--- src/rtl/mio_pkg.sv ---
// Shared definitions for the MIO bus controller: FSM encoding, default slot map,
// error data and the saturating error-counter helper.
package mio_pkg;

  typedef enum logic [1:0] {
    ST_IDLE   = 2'd0,
    ST_ACCESS = 2'd1,
    ST_DONE   = 2'd2
  } state_t;

  // Slot 3 = 0xF..., slot 2 = 0xE..., slot 1 = 0xC..., slot 0 = 0x0...
  localparam logic [15:0] SLOT_TAG_DFLT = 16'hFEC0;
  localparam logic [31:0] ERR_DATA_DFLT = 32'hDEAD_BEEF;

  function automatic logic [7:0] sat_inc8(input logic [7:0] v, input logic inc);
    if (inc && (v != 8'hFF)) begin
      return v + 8'd1;
    end else begin
      return v;
    end
  endfunction

endpackage

--- src/rtl/mio_bus_ctrl_if.sv ---
// CPU-side and peripheral-side signal bundle of the MIO bus controller.
// The controller uses the slave modport; the CPU/peripheral environment uses master.
interface mio_bus_ctrl_if #(
  parameter int N_SLOTS = 4,
  parameter int DW      = 32,
  parameter int AW      = 10
);

  logic                  cpu_req;
  logic                  cpu_we;
  logic [31:0]           cpu_addr;
  logic [DW-1:0]         cpu_wdata;
  logic                  cpu_ready;
  logic [DW-1:0]         cpu_rdata;
  logic                  cpu_err;

  logic [N_SLOTS-1:0]    slv_sel;
  logic                  slv_we;
  logic [AW-1:0]         slv_addr;
  logic [DW-1:0]         slv_wdata;
  logic [N_SLOTS*DW-1:0] slv_rdata;
  logic [N_SLOTS-1:0]    slv_ack;

  modport master (
    output cpu_req, cpu_we, cpu_addr, cpu_wdata, slv_rdata, slv_ack,
    input  cpu_ready, cpu_rdata, cpu_err, slv_sel, slv_we, slv_addr, slv_wdata
  );

  modport slave (
    input  cpu_req, cpu_we, cpu_addr, cpu_wdata, slv_rdata, slv_ack,
    output cpu_ready, cpu_rdata, cpu_err, slv_sel, slv_we, slv_addr, slv_wdata
  );

endinterface

--- src/rtl/mio_addr_decode.sv ---
// Combinational slot decoder: compares the address tag against every slot tag and
// keeps only the lowest matching index.
module mio_addr_decode #(
  parameter int                     N_SLOTS  = 4,
  parameter int                     IW       = 2,
  parameter logic [N_SLOTS*4-1:0]   SLOT_TAG = 16'hFEC0
) (
  input  logic [3:0]         i_tag,
  output logic [N_SLOTS-1:0] o_onehot,
  output logic               o_hit,
  output logic [IW-1:0]      o_idx
);

  logic [N_SLOTS-1:0] w_match;

  // Raw per-slot tag comparison
  always_comb begin
    w_match = '0;
    for (int i = 0; i < N_SLOTS; i++) begin
      w_match[i] = (SLOT_TAG[4*i +: 4] == i_tag);
    end
  end

  // Isolate the lowest set bit and encode it
  always_comb begin
    o_onehot = w_match & (~w_match + N_SLOTS'(1));
    o_hit    = |w_match;
    o_idx    = '0;
    for (int i = 0; i < N_SLOTS; i++) begin
      o_idx = o_idx | (o_onehot[i] ? IW'(i) : IW'(0));
    end
  end

endmodule

--- src/rtl/mio_bus_ctrl.sv ---
// Memory-mapped I/O bus controller: registered request/ack handshake between the
// CPU and N peripheral slots with wait states, timeout and unmapped-address errors.
module mio_bus_ctrl
  import mio_pkg::*;
#(
  parameter int                   N_SLOTS  = 4,
  parameter int                   DW       = 32,
  parameter int                   AW       = 10,
  parameter logic [N_SLOTS*4-1:0] SLOT_TAG = SLOT_TAG_DFLT,
  parameter int                   TIMEOUT  = 15,
  parameter logic [DW-1:0]        ERR_DATA = ERR_DATA_DFLT
) (
  input  logic           clk,
  input  logic           rst,
  mio_bus_ctrl_if.slave  bus,
  output logic [7:0]     err_cnt
);

  localparam int IW = (N_SLOTS > 1) ? $clog2(N_SLOTS) : 1;
  localparam int WW = $clog2(TIMEOUT + 1);

  state_t              r_state;
  logic                r_we;
  logic [AW-1:0]       r_addr;
  logic [DW-1:0]       r_wdata;
  logic [IW-1:0]       r_idx;
  logic [WW-1:0]       r_wait;
  logic                r_ready;
  logic                r_cpu_err;
  logic [DW-1:0]       r_rdata;
  logic [N_SLOTS-1:0]  r_sel;
  logic                r_slv_we;
  logic [7:0]          r_err_cnt;

  logic [N_SLOTS-1:0]  w_onehot;
  logic                w_hit;
  logic [IW-1:0]       w_idx;
  logic                w_ack;
  logic [DW-1:0]       w_rdata;
  logic                w_unused_addr;

  mio_addr_decode #(
    .N_SLOTS  (N_SLOTS),
    .IW       (IW),
    .SLOT_TAG (SLOT_TAG)
  ) u_decode (
    .i_tag    (bus.cpu_addr[31:28]),
    .o_onehot (w_onehot),
    .o_hit    (w_hit),
    .o_idx    (w_idx)
  );

  // Only the latched slot's ack and data are ever looked at
  assign w_ack   = bus.slv_ack[r_idx];
  assign w_rdata = bus.slv_rdata[r_idx*DW +: DW];

  assign w_unused_addr = ^{bus.cpu_addr[27:AW+2], bus.cpu_addr[1:0]};

  // Request FSM, wait counter, completion registers and error counter
  always_ff @(posedge clk) begin
    if (!rst) begin
      r_state   <= ST_IDLE;
      r_we      <= 1'b0;
      r_addr    <= '0;
      r_wdata   <= '0;
      r_idx     <= '0;
      r_wait    <= '0;
      r_ready   <= 1'b0;
      r_cpu_err <= 1'b0;
      r_rdata   <= '0;
      r_sel     <= '0;
      r_slv_we  <= 1'b0;
      r_err_cnt <= 8'd0;
    end else begin
      r_ready   <= 1'b0;
      r_cpu_err <= 1'b0;
      case (r_state)
        ST_IDLE: begin
          r_wait <= '0;
          if (bus.cpu_req) begin
            r_we    <= bus.cpu_we;
            r_addr  <= bus.cpu_addr[AW+1:2];
            r_wdata <= bus.cpu_wdata;
            if (w_hit) begin
              r_idx    <= w_idx;
              r_sel    <= w_onehot;
              r_slv_we <= bus.cpu_we;
              r_state  <= ST_ACCESS;
            end else begin
              r_ready   <= 1'b1;
              r_cpu_err <= 1'b1;
              r_rdata   <= ERR_DATA;
              r_state   <= ST_DONE;
            end
          end
        end
        ST_ACCESS: begin
          if (w_ack) begin
            r_sel    <= '0;
            r_slv_we <= 1'b0;
            r_ready  <= 1'b1;
            r_rdata  <= r_we ? '0 : w_rdata;
            r_state  <= ST_DONE;
          end else if (r_wait == WW'(TIMEOUT)) begin
            r_sel     <= '0;
            r_slv_we  <= 1'b0;
            r_ready   <= 1'b1;
            r_cpu_err <= 1'b1;
            r_rdata   <= ERR_DATA;
            r_state   <= ST_DONE;
          end else begin
            r_wait <= r_wait + WW'(1);
          end
        end
        ST_DONE: begin
          r_err_cnt <= sat_inc8(r_err_cnt, r_cpu_err);
          r_state   <= ST_IDLE;
        end
        default: begin
          r_sel    <= '0;
          r_slv_we <= 1'b0;
          r_state  <= ST_IDLE;
        end
      endcase
    end
  end

  assign bus.cpu_ready = r_ready;
  assign bus.cpu_err   = r_cpu_err;
  assign bus.cpu_rdata = r_rdata;
  assign bus.slv_sel   = r_sel;
  assign bus.slv_we    = r_slv_we;
  assign bus.slv_addr  = r_addr;
  assign bus.slv_wdata = r_wdata;
  assign err_cnt       = r_err_cnt;

endmodule

--- src/flat_wrapper.sv ---
// flat-port wrapper written by rule: the top's interface ports become plain ports
module mio_bus_ctrl_flat import mio_pkg::*;
#(
  parameter int                   N_SLOTS  = 4,
  parameter int                   DW       = 32,
  parameter int                   AW       = 10,
  parameter logic [N_SLOTS*4-1:0] SLOT_TAG = SLOT_TAG_DFLT,
  parameter int                   TIMEOUT  = 15,
  parameter logic [DW-1:0]        ERR_DATA = ERR_DATA_DFLT
)
  (clk, rst, err_cnt, bus_cpu_req, bus_cpu_we, bus_cpu_addr, bus_cpu_wdata, bus_slv_rdata, bus_slv_ack, bus_cpu_ready, bus_cpu_rdata, bus_cpu_err, bus_slv_sel, bus_slv_we, bus_slv_addr, bus_slv_wdata);
  mio_bus_ctrl_if #(.N_SLOTS(N_SLOTS), .DW(DW), .AW(AW)) bus_i ();
  input  logic clk;
  input  logic rst;
  output logic [7:0] err_cnt;
  input wire logic [$bits(bus_i.cpu_req)-1:0] bus_cpu_req;
  input wire logic [$bits(bus_i.cpu_we)-1:0] bus_cpu_we;
  input wire logic [$bits(bus_i.cpu_addr)-1:0] bus_cpu_addr;
  input wire logic [$bits(bus_i.cpu_wdata)-1:0] bus_cpu_wdata;
  input wire logic [$bits(bus_i.slv_rdata)-1:0] bus_slv_rdata;
  input wire logic [$bits(bus_i.slv_ack)-1:0] bus_slv_ack;
  output wire logic [$bits(bus_i.cpu_ready)-1:0] bus_cpu_ready;
  output wire logic [$bits(bus_i.cpu_rdata)-1:0] bus_cpu_rdata;
  output wire logic [$bits(bus_i.cpu_err)-1:0] bus_cpu_err;
  output wire logic [$bits(bus_i.slv_sel)-1:0] bus_slv_sel;
  output wire logic [$bits(bus_i.slv_we)-1:0] bus_slv_we;
  output wire logic [$bits(bus_i.slv_addr)-1:0] bus_slv_addr;
  output wire logic [$bits(bus_i.slv_wdata)-1:0] bus_slv_wdata;
  assign bus_i.cpu_req = bus_cpu_req;
  assign bus_i.cpu_we = bus_cpu_we;
  assign bus_i.cpu_addr = bus_cpu_addr;
  assign bus_i.cpu_wdata = bus_cpu_wdata;
  assign bus_i.slv_rdata = bus_slv_rdata;
  assign bus_i.slv_ack = bus_slv_ack;
  assign bus_cpu_ready = bus_i.cpu_ready;
  assign bus_cpu_rdata = bus_i.cpu_rdata;
  assign bus_cpu_err = bus_i.cpu_err;
  assign bus_slv_sel = bus_i.slv_sel;
  assign bus_slv_we = bus_i.slv_we;
  assign bus_slv_addr = bus_i.slv_addr;
  assign bus_slv_wdata = bus_i.slv_wdata;
  mio_bus_ctrl #(.N_SLOTS(N_SLOTS), .DW(DW), .AW(AW), .SLOT_TAG(SLOT_TAG), .TIMEOUT(TIMEOUT), .ERR_DATA(ERR_DATA)) u_core (.clk(clk), .rst(rst), .bus(bus_i), .err_cnt(err_cnt));
endmodule
--- config.mk ---
export PLATFORM = sky130hd
export DESIGN_NAME = mio_bus_ctrl_flat
export DESIGN_NICKNAME = d
export VERILOG_FILES = /design/src/rtl/mio_pkg.sv /design/src/rtl/mio_bus_ctrl_if.sv /design/src/rtl/mio_addr_decode.sv /design/src/rtl/mio_bus_ctrl.sv /design/src/flat_wrapper.sv
export SDC_FILE = /design/constraint.sdc
export NUM_CORES = 1
export LEC_CHECK = 0
export CAP_MARGIN = 20
export CELL_PAD_IN_SITES_DETAIL_PLACEMENT = 0
export CELL_PAD_IN_SITES_GLOBAL_PLACEMENT = 1
export CORE_MARGIN = 2
export CORE_UTILIZATION = 28
export DETAILED_ROUTE_END_ITERATION = 12
export GPL_TIMING_DRIVEN = 0
export PLACE_DENSITY = 0.94
export SLEW_MARGIN = 10
export SYNTH_ARGS = -nofsm -noshare
export SYNTH_HDL_FRONTEND = slang
export SYNTH_SLANG_ARGS = --single-unit
--- constraint.sdc ---
create_clock -name clk -period 3.04 [get_ports clk]
set_input_delay 0.304 -clock clk [delete_from_list [all_inputs] [get_ports clk]]
set_output_delay 0.304 -clock clk [all_outputs]
set_load 0.02 [all_outputs]
# Yosys cells after proc, flatten, opt, wreduce, memory -nomap -nowiden
# Index checks and enable logic that the tools add are counted.
# word_totals
reg_bits	98
inputBits	200
out_inout_bits	89
word_cells	83
# classes
n_addsub	3
order_cmp	1
eq_ne	13
n_shift	1
n_mux	36
bitwise_logic	5
reduce_logical	12
# ops
cell	n
$mux W32	5
$shiftx A128 B8 Y32	1
$pmux W32 S2	1
$mux W4	6
$eq A4 B4 Y1 const A	3
$mux W2	6
$pmux W4 S3	1
$mux W1	11
$ne A2 B2 Y1 const B	5
$add A4 B1 Y4 const B	2
$add A8 B1 Y8 const B	1
$ne A8 B8 Y1 const B	1
$pmux W4 S2	1
$reduce_and A4 Y1	2
$reduce_and A2 Y1	3
$reduce_and A3 Y1	2
$and A4 B4 Y4	1
$eq A4 B4 Y1 const B	1
$logic_not A4 Y1	1
$not A4 Y4	1
$pmux W1 S2	2
$pmux W2 S2	1
$reduce_or A4 Y1	1
$lt A2 B3 Y1 const B	1
11 further kinds	11

# Depth between registers and ports, before layout
# Gate-level depths: netlist of run 1.
# depth
word_depth	7
ltp_mapped	7

# Hierarchy
# A second synthesis of run 1 with hierarchy kept.
# unflattened
cells_unflattened	467
area_unflattened_um2	4717.0
# by_module_without_submodules
module	n_inst	cells_per_inst	area_each_um2
mio_bus_ctrl	1	456	4649.5
mio_addr_decode	1	11	67.6

# Worst setup path before layout of run 1
# OpenSTA, ideal clock, no wires.
# synth_timing
path_kind	flip-flop to flip-flop
start	register u_core.r_idx[0]
end	register u_core.r_rdata[0], in the netlist u_core.bus.cpu_rdata[0]
setup_ns	0.119
arrival_time_ns	1.741
required_time_ns	2.921
setup_slack_ns	1.180
path_stages_with_launch	7
n_path_buf	2
period_less_slack_ns	1.860
path_cell_list	dfxtp_1 > buf_6 > mux4_2 > nand3b_4 > o221ai_2 > buf_2 > o221a_2
# synth_via
elab_chain_cells	4
elab_cells_between_ends	8
# synth_lines
item	line	text
start: declaration	mio_bus_ctrl.sv:26	logic [IW-1:0] r_idx;
start signal: assignment	mio_bus_ctrl.sv:85	r_idx <= w_idx;
$shiftx A128 B8 Y32 / $bmux W1 S2 (equally long branches)	mio_bus_ctrl.sv:55, mio_bus_ctrl.sv:54	
$mux W32 / $mux W1 (equally long branches)	mio_bus_ctrl.sv:102, mio_bus_ctrl.sv:54	
$mux W32 / $ne A3 B1 Y1 (equally long branches)	-	
$pmux W32 S2 / $reduce_and A4 Y1 (equally long branches)	-	
end signal: assignment	mio_bus_ctrl.sv:102	r_rdata <= r_we ? '0 : w_rdata;
end: declaration	mio_bus_ctrl.sv:30	logic [DW-1:0] r_rdata;
# Parallel ways exist; a longest one is shown, timed or not. The select of a mux whose other input is x is not followed.
# A chain may end at the register's enable or synchronous reset.

# Final worst setup path of run 1
# layout_timing
start	register u_core.r_state[1]
end	register u_core.r_wdata[7], in the netlist u_core.bus.slv_wdata[7]
# layout_via
elab_chain_cells	2
# layout_lines
item	line	text
start: declaration	mio_bus_ctrl.sv:22	state_t r_state;
start signal: assignment	mio_bus_ctrl.sv:62	r_state <= ST_IDLE;
start signal: assignment	mio_bus_ctrl.sv:88	r_state <= ST_ACCESS;
start signal: assignment	mio_bus_ctrl.sv:93	r_state <= ST_DONE;
$logic_not A2 Y1	mio_bus_ctrl.sv:77	case (r_state)
$reduce_and A2 Y1 (no source line)	-	
end signal: assignment	mio_bus_ctrl.sv:83	r_wdata <= bus.cpu_wdata;
end: declaration	mio_bus_ctrl.sv:25	logic [DW-1:0] r_wdata;
# Every way passes these cells.

==> results.rst, run 1 <==
.. list-table::
   :header-rows: 1

   * - Metric
     - Value
   * - Critical Path AT
     - 2.53 ns
   * - Number of optimization iterations in the first detailed-route pass
     - 4
   * - Footprint of the flip-flops and latches
     - 0.001962 sq mm
   * - HP Start
     - u_core.bus.slv_addr[1]
   * - Endpoint class of the critical path
     - register
   * - Total of hold buffers inserted after clock tree synthesis
     - 0
   * - Insertion delay to the later sink of the worst-skew pair
     - 0.34 ns
   * - Tcrit/Tclk final
     - 0.7438
   * - Crit path max fanout
     - 10
   * - Part of the power in the clock network
     - 0.335
   * - Most common cell in the synthesized netlist
     - sky130_fd_sc_hd__nand2_1
   * - Reported net switching power
     - 901.2 uW
   * - CTS Buffer Depth
     - 2
   * - Initial standard-cell utilization of the core
     - 0.2831
   * - Post-cts resize count
     - 0
   * - Final routed DRC violation total
     - 0
   * - Routability Congestion
     - 0.7582
   * - Number of DRC markers after the initial detailed-route iteration
     - 182
   * - Worst slew slack as a fraction of its limit
     - 0.5592
   * - Worst reg-to-reg setup slack
     - 0.78 ns
   * - Worst hold path stage count
     - 2
   * - Fraction of power consumed by sequential logic
     - 0.415
   * - Leakage power of the design
     - 0.002840 uW
   * - Clock-pin slew of the registers on the worst-case setup and hold paths
     - 0.07 ns
   * - Die outline width
     - 132.8 um
   * - Area of the placeable core
     - 0.01641 sq mm
   * - H-tree depth
     - 3
   * - Endpoint of the worst-slack reg-to-reg timing path
     - u_core.bus.slv_wdata[7]
   * - CTS tree
     - built
   * - Total Power Consumption
     - 3391 uW
   * - Synthesized area per cell
     - 9.819 sq um
   * - Design internal power
     - 2490 uW
   * - Max-slew violation total from the final report
     - 0
   * - Crit Path Class
     - register to register
   * - Final setup viols
     - 0
   * - Post-Syn Nets
     - 675
   * - Filler cells
     - 1,552
   * - Register bit count reported by yosys
     - 98
   * - Hold violation total from the final report
     - 0
   * - Pwr Density
     - 428.7 mW/mm^2
   * - Buffer type at the clock tree root
     - sky130_fd_sc_hd__clkbuf_16
   * - Post-synth EDFFs
     - 0
   * - Share of cells above drive strength 1
     - 0.1199
   * - Synthesized area
     - 0.004644 sq mm
   * - Switching part of the total power
     - 0.2657
   * - Min Tclk post-route
     - 2.261 ns
   * - Number of vias after detailed routing
     - 4,615
   * - # IOs
     - 289
   * - Run status
     - finished clean
   * - Setup total negative slack
     - 0 ns
   * - Routed wirelength normalized by instance count
     - 16.26 um
   * - Relative area change from synthesis to final layout
     - 70.31%
   * - Data required time of the critical path
     - 3.31 ns
   * - Remaining antenna violation count after routing
     - 0
   * - Number of buffer cells added on primary ports
     - 270
   * - Hold worst-path end
     - u_core.bus.slv_addr[1]
   * - Share of the synthesized area in the top cell type
     - 0.4224
   * - Minimum hold slack
     - 0.4527 ns
   * - Worst Clk Skew
     - 0.007885 ns
   * - Setup Buffers After CTS
     - 0
   * - Global-route wire length before repair
     - 24,720 um
   * - Vias per cell
     - 4.714
   * - Actual slew at the worst max-slew pin
     - 0.6613 ns
   * - Worst R2R Path Depth
     - 7
   * - Type of element launching the critical path
     - register
   * - Largest net degree at the start of global routing
     - 16
   * - Count of yosys warnings during synthesis
     - 0
   * - Gr usage total
     - 0.1774
   * - Number of diodes added for antenna fixing
     - 0
   * - Residual overflow from global routing
     - 0
   * - Cell taking the most area after synthesis
     - sky130_fd_sc_hd__dfxtp_1
   * - Worst Hold Class
     - register to register
   * - Reg-to-reg critical path startpoint
     - u_core.r_state[1]
   * - Share of synthesized area occupied by flip-flops and latches
     - 0.4224
   * - Total number of nets in the final design
     - 956
   * - Total half-perimeter wirelength after legalization and detailed placement
     - 12,310 um
   * - Total length of routed wires
     - 15,920 um
   * - Share of synthesized flip-flops with an asynchronous set or reset
     - 0
   * - Setup repair after global routing missed its margin
     - false
   * - Post-synthesis instance total
     - 473
   * - Most common library cells after synthesis
     - 108 x sky130_fd_sc_hd__nand2_1, 98 x sky130_fd_sc_hd__dfxtp_1, 49 x sky130_fd_sc_hd__a21oi_1
   * - Share of total power in combinational logic
     - 0.250
   * - Row Count
     - 47
   * - Number of antenna violations at the first check in global routing
     - 0
   * - Achievable clock frequency
     - 442.2 MHz
   * - Sinks on the clock net
     - 98
   * - Number of buffers created by CTS
     - 9
   * - Multi-input combinational cell area
     - 0.002477 sq mm
   * - Number of violations of the max-capacitance limit
     - 0
   * - Leading post-synthesis cells by cell area
     - sky130_fd_sc_hd__dfxtp_1 42%, sky130_fd_sc_hd__mux4_2 16%, sky130_fd_sc_hd__nand2_1 8.7%
   * - Die Y
     - 132.8 um
   * - Distinct cell type count of the synthesized netlist
     - 49
   * - Number of global-route vias before repair
     - 4,613
   * - Top FF cell, synth
     - sky130_fd_sc_hd__dfxtp_1
   * - Worst voltage drop across the vdd grid
     - 0.2380 mV
   * - Total die area
     - 0.01763 sq mm
## area by class of cell
class | count | share of cell area
flip-flops and latches | 98 | 0.2480
clock inverters | 5 | 0.006960
well taps | 220 | 0.03480
repair buffers | 270 | 0.3417
multi-input cells | 325 | 0.3132
inverters | 10 | 0.004745
plain buffers | 40 | 0.02120
clock buffers | 11 | 0.02942
## metal layers
metal,track usage,vias up,routed length (um)
met5,0,-,0
met4,0.05556,0,321
met3,0.06437,22,1445
met2,0.3195,191,7922
met1,0.1938,2121,6227
li1,-,2281,-
## sequential cells by signal (all words and copies together), names as in the netlist
signal	cells
u_core.r_idx	2
u_core.bus.slv_we	1
u_core.r_wait	4
u_core.bus.cpu_ready	1
u_core.r_we	1
u_core.bus.cpu_err	1
u_core.bus.slv_sel	4
u_core.bus.slv_addr	10
u_core.bus.cpu_rdata	32
u_core.err_cnt	8
u_core.bus.slv_wdata	32
u_core.r_state	2
## power groups by stage
stage               sequential (uW)  clock (uW)  combinational (uW)
finish                         1410        1140                 847
global route                   1420        1230                 911
global placement               1430           0                 849
detailed placement             1440           0                 851
CTS                            1410        1180                 856
floorplan                      1530           0                 287
## worst max-delay path by stage
stage                      startpoint                  endpoint  slack, ns  cells after the start
detailed placement     bus_slv_ack[3]   u_core.bus.cpu_rdata[1]       0.61                      6
CTS                   u_core.r_idx[1]   u_core.bus.cpu_rdata[1]       0.71                      6
global placement       bus_slv_ack[3]  u_core.bus.cpu_rdata[16]       0.64                      6
finish              u_core.r_state[1]   u_core.bus.slv_wdata[7]       0.78                      7
global route        u_core.r_state[1]  u_core.bus.slv_wdata[25]       0.50                      7
floorplan             u_core.r_idx[0]   u_core.bus.cpu_rdata[0]       1.18                      6
## cell families (layout without fill, tap and decap cells)
family                   Yosys count  count (layout)  share of synthesized area
AO/OA/AOI/OAI                     99              99                     0.1603
XOR/XNOR                           4               4                   0.007544
adder cells (fa/ha/maj)            2               2                   0.005387
buffers and inverters             50             336                    0.04418
flip-flops                        98              98                     0.4224
multiplexers                      40              40                     0.1754
AND/OR/NAND/NOR                  180             180                     0.1848
## worst max-delay path, stage by stage, from the launching register on
cell and delay [ns]:
sky130_fd_sc_hd__dfxtp_1 0.32, sky130_fd_sc_hd__clkbuf_1 0.21, sky130_fd_sc_hd__nor2_1 0.27, sky130_fd_sc_hd__and2_1 0.23
sky130_fd_sc_hd__clkbuf_1 0.48, sky130_fd_sc_hd__buf_1 0.42, sky130_fd_sc_hd__nand2_1 0.10, sky130_fd_sc_hd__a21oi_1 0.15
## stage by stage
stage,worst slack (ns),util,cell area (sq um),instances
after detailed placement,0.6121,0.4646,7622,963
final,0.7788,0.4821,7910,979
after global placement,0.6449,0.4646,7622,963
after CTS,0.7069,0.4821,7910,979
after floorplan,1.180,-,4644,473
after global routing,0.5049,0.4821,7910,979
## placed cells by master, fill, tap and decap left out, types with 4 or more instances in the layout
cell type	n
sky130_fd_sc_hd__mux2i_1	6
sky130_fd_sc_hd__nor2b_1	24
sky130_fd_sc_hd__nor2_1	10
sky130_fd_sc_hd__clkbuf_16	9
sky130_fd_sc_hd__nand2_1	108
sky130_fd_sc_hd__nand3_1	7
sky130_fd_sc_hd__nor3_1	4
sky130_fd_sc_hd__buf_2	8
sky130_fd_sc_hd__dfxtp_1	98
sky130_fd_sc_hd__inv_1	10
sky130_fd_sc_hd__mux4_2	33
sky130_fd_sc_hd__o32ai_1	8
sky130_fd_sc_hd__or4_1	4
sky130_fd_sc_hd__clkbuf_1	29
sky130_fd_sc_hd__clkdlybuf4s50_1	270
sky130_fd_sc_hd__buf_1	4
sky130_fd_sc_hd__a21oi_1	49
sky130_fd_sc_hd__o221a_2	24
(Power assumes the default switching activity.)
==> inputs of run 2 (changes only) <==
CORE_UTILIZATION = 26   (was 28)
PLACE_DENSITY = 0.89   (was 0.94)
clock period = 2.1 ns   (was 3.04 ns; I/O delays follow)
==> run 2 against run 1 <==
- design area is 1.1% higher
- worst hold slack worse by 0.042 ns
- critical path depth is 3 lower
- sequential power is 45% higher
- combinational power is 48% higher
- sequential share of layout area is 0.26 points lower
- sequential cell count stayed put
- global-route usage is 1.2 points lower
- clock power is 40% higher
- critical endpoint is now u_core.bus.cpu_rdata[23]
- highest routed layer unchanged
==> results.rst, run 2 (synthesized netlist as in run 1, its figures left out) <==
.. list-table::
   :header-rows: 1

   * - Metric
     - Value
   * - Routability Congestion
     - 0.7987
   * - Endpoint of the worst-slack reg-to-reg timing path
     - u_core.bus.cpu_rdata[23]
   * - Crit Path Class
     - register to register
   * - Initial standard-cell utilization of the core
     - 0.2676
   * - Number of buffers created by CTS
     - 9
   * - Total die area
     - 0.01895 sq mm
   * - Actual slew at the worst max-slew pin
     - 0.6920 ns
   * - Max-slew violation total from the final report
     - 0
   * - Largest net degree at the start of global routing
     - 16
   * - Worst Clk Skew
     - 0.007736 ns
   * - Type of element launching the critical path
     - register
   * - Worst R2R Path Depth
     - 4
   * - Leakage power of the design
     - 0.002899 uW
   * - Number of optimization iterations in the first detailed-route pass
     - 6
   * - Setup repair after global routing missed its margin
     - false
   * - Worst voltage drop across the vdd grid
     - 0.3255 mV
   * - Achievable clock frequency
     - 487.8 MHz
   * - Filler cells
     - 1,699
   * - Number of violations of the max-capacitance limit
     - 0
   * - Clock-pin slew of the registers on the worst-case setup and hold paths
     - 0.07 ns
   * - Min Tclk post-route
     - 2.050 ns
   * - Most common library cell in the layout ignoring fill and taps
     - sky130_fd_sc_hd__clkdlybuf4s50_1
   * - Hold violation total from the final report
     - 0
   * - Hold worst-path end
     - u_core.bus.slv_addr[0]
   * - Area of the placeable core
     - 0.01736 sq mm
   * - Number of diodes added for antenna fixing
     - 0
   * - Die outline width
     - 137.7 um
   * - Number of DRC markers after the initial detailed-route iteration
     - 173
   * - Run status
     - finished clean
   * - Final setup viols
     - 0
   * - Commonest cells after routing, fill and taps aside
     - 270 x sky130_fd_sc_hd__clkdlybuf4s50_1, 108 x sky130_fd_sc_hd__nand2_1, 98 x sky130_fd_sc_hd__dfxtp_1
   * - Gr usage total
     - 0.1654
   * - Count of non-filler cells in the finished layout
     - 991
   * - Number of buffer cells added on primary ports
     - 270
   * - Residual overflow from global routing
     - 0
   * - Worst Hold Class
     - primary input to register
   * - Minimum hold slack
     - 0.4106 ns
   * - Global-route wire length before repair
     - 23,910 um
   * - Insertion delay to the later sink of the worst-skew pair
     - 0.34 ns
   * - Relative area change from synthesis to final layout
     - 72.14%
   * - Pwr Density
     - 612.1 mW/mm^2
   * - Vias per cell
     - 4.723
   * - Tcrit/Tclk final
     - 0.9762
   * - Worst reg-to-reg setup slack
     - 0.05 ns
   * - CTS Buffer Depth
     - 2
   * - Share of cells above drive strength 1
     - 0.1384
   * - Number of global-route vias before repair
     - 4,518
   * - Total half-perimeter wirelength after legalization and detailed placement
     - 13,040 um
   * - Worst hold path stage count
     - 3
   * - Data required time of the critical path
     - 2.34 ns
   * - Crit path max fanout
     - 10
   * - Routed wirelength normalized by instance count
     - 16.92 um
   * - H-tree depth
     - 3
   * - Die Y
     - 137.7 um
   * - Total number of nets in the final design
     - 963
   * - Number of antenna violations at the first check in global routing
     - 0
   * - Number of vias after detailed routing
     - 4,680
   * - Instance count after placement with tap cells included
     - 968
   * - Buffer type at the clock tree root
     - sky130_fd_sc_hd__clkbuf_16
   * - # IOs
     - 289
   * - Sinks on the clock net
     - 98
   * - Worst slew slack as a fraction of its limit
     - 0.5387
   * - Critical Path AT
     - 2.29 ns
   * - Final routed DRC violation total
     - 0
   * - Reg-to-reg critical path startpoint
     - u_core.r_idx[1]
   * - Remaining antenna violation count after routing
     - 0
   * - CTS tree
     - built
   * - Row Count
     - 48
   * - HP Start
     - bus_cpu_addr[2]
   * - Total length of routed wires
     - 16,770 um
   * - Endpoint class of the critical path
     - register
==> run 2: routing by layer <==
layer	up-vias	GRT usage	part of all wire	wire length, um
met1	2182	0.1805	0.38	6428
met5	-	0	0	0
li1	2298	-	-	-
met4	0	0.04868	0.013	225
met2	184	0.2988	0.49	8296
met3	16	0.06034	0.11	1815
==> run 2: critical path, cell delays in order, from the launching register on <==
cell and delay [ns]:
sky130_fd_sc_hd__dfxtp_1 0.56, sky130_fd_sc_hd__clkbuf_1 0.58, sky130_fd_sc_hd__mux4_2 0.41, sky130_fd_sc_hd__nor2b_1 0.14, sky130_fd_sc_hd__o221a_2 0.26
==> run 2: worst max path at each step <==
stage | startpoint | endpoint | slack (ns)
floorplan | u_core.r_idx[0] | u_core.bus.cpu_rdata[0] | 0.24
detailed placement | bus_slv_ack[3] | u_core.bus.cpu_rdata[18] | -0.29
global route | u_core.r_idx[0] | u_core.r_wait[0] | 0.003
global placement | bus_slv_ack[3] | u_core.bus.cpu_rdata[10] | -0.32
CTS | u_core.r_idx[0] | u_core.bus.slv_sel[2] | -0.005
finish | u_core.r_idx[1] | u_core.bus.cpu_rdata[23] | 0.05
==> run 2: cell type report <==
cell class              count  area [sq um]  share of cell area
clock inverters             3         23.77            0.002973
multi-input cells         325          2489              0.3113
repair buffers            278          2766              0.3460
clock buffers              13         260.3             0.03255
plain buffers              39         175.2             0.02191
well taps                 225         281.5             0.03521
inverters                  10         37.54            0.004695
flip-flops and latches     98          1962              0.2454
==> run 2: power by group <==
group	internal (uW)	switching (uW)	leakage (uW)
combinational	726	527	0.00196
sequential	1980	64.0	0.000804
clock	873	728	0.000132
total	3580	1320	0.00290
==> run 2: timing repair <==
action | in CTS | in global routing
pin swaps | 0 | 1
gates resized for setup | 4 | 10
hold buffers | 0 | 0
endpoints found under the setup margin | 72 | 58
setup buffers | 1 | 7
==> run 2: through the flow <==
stage          power, uW  setup slack [ns]  area [sq um]  utilization  setup TNS (ns)
5_1_grt             5147          0.002774          7995       0.4606               0
4_1_cts             4968         -0.004513          7931       0.4570       -0.004513
3_5_place_dp        3325           -0.2950          7629       0.4395          -13.60
3_3_place_gp        3309           -0.3161          7629       0.4395          -12.30
2_1_floorplan       2627            0.2400          4644            -               0
6_report            4894           0.04994          7995       0.4606               0
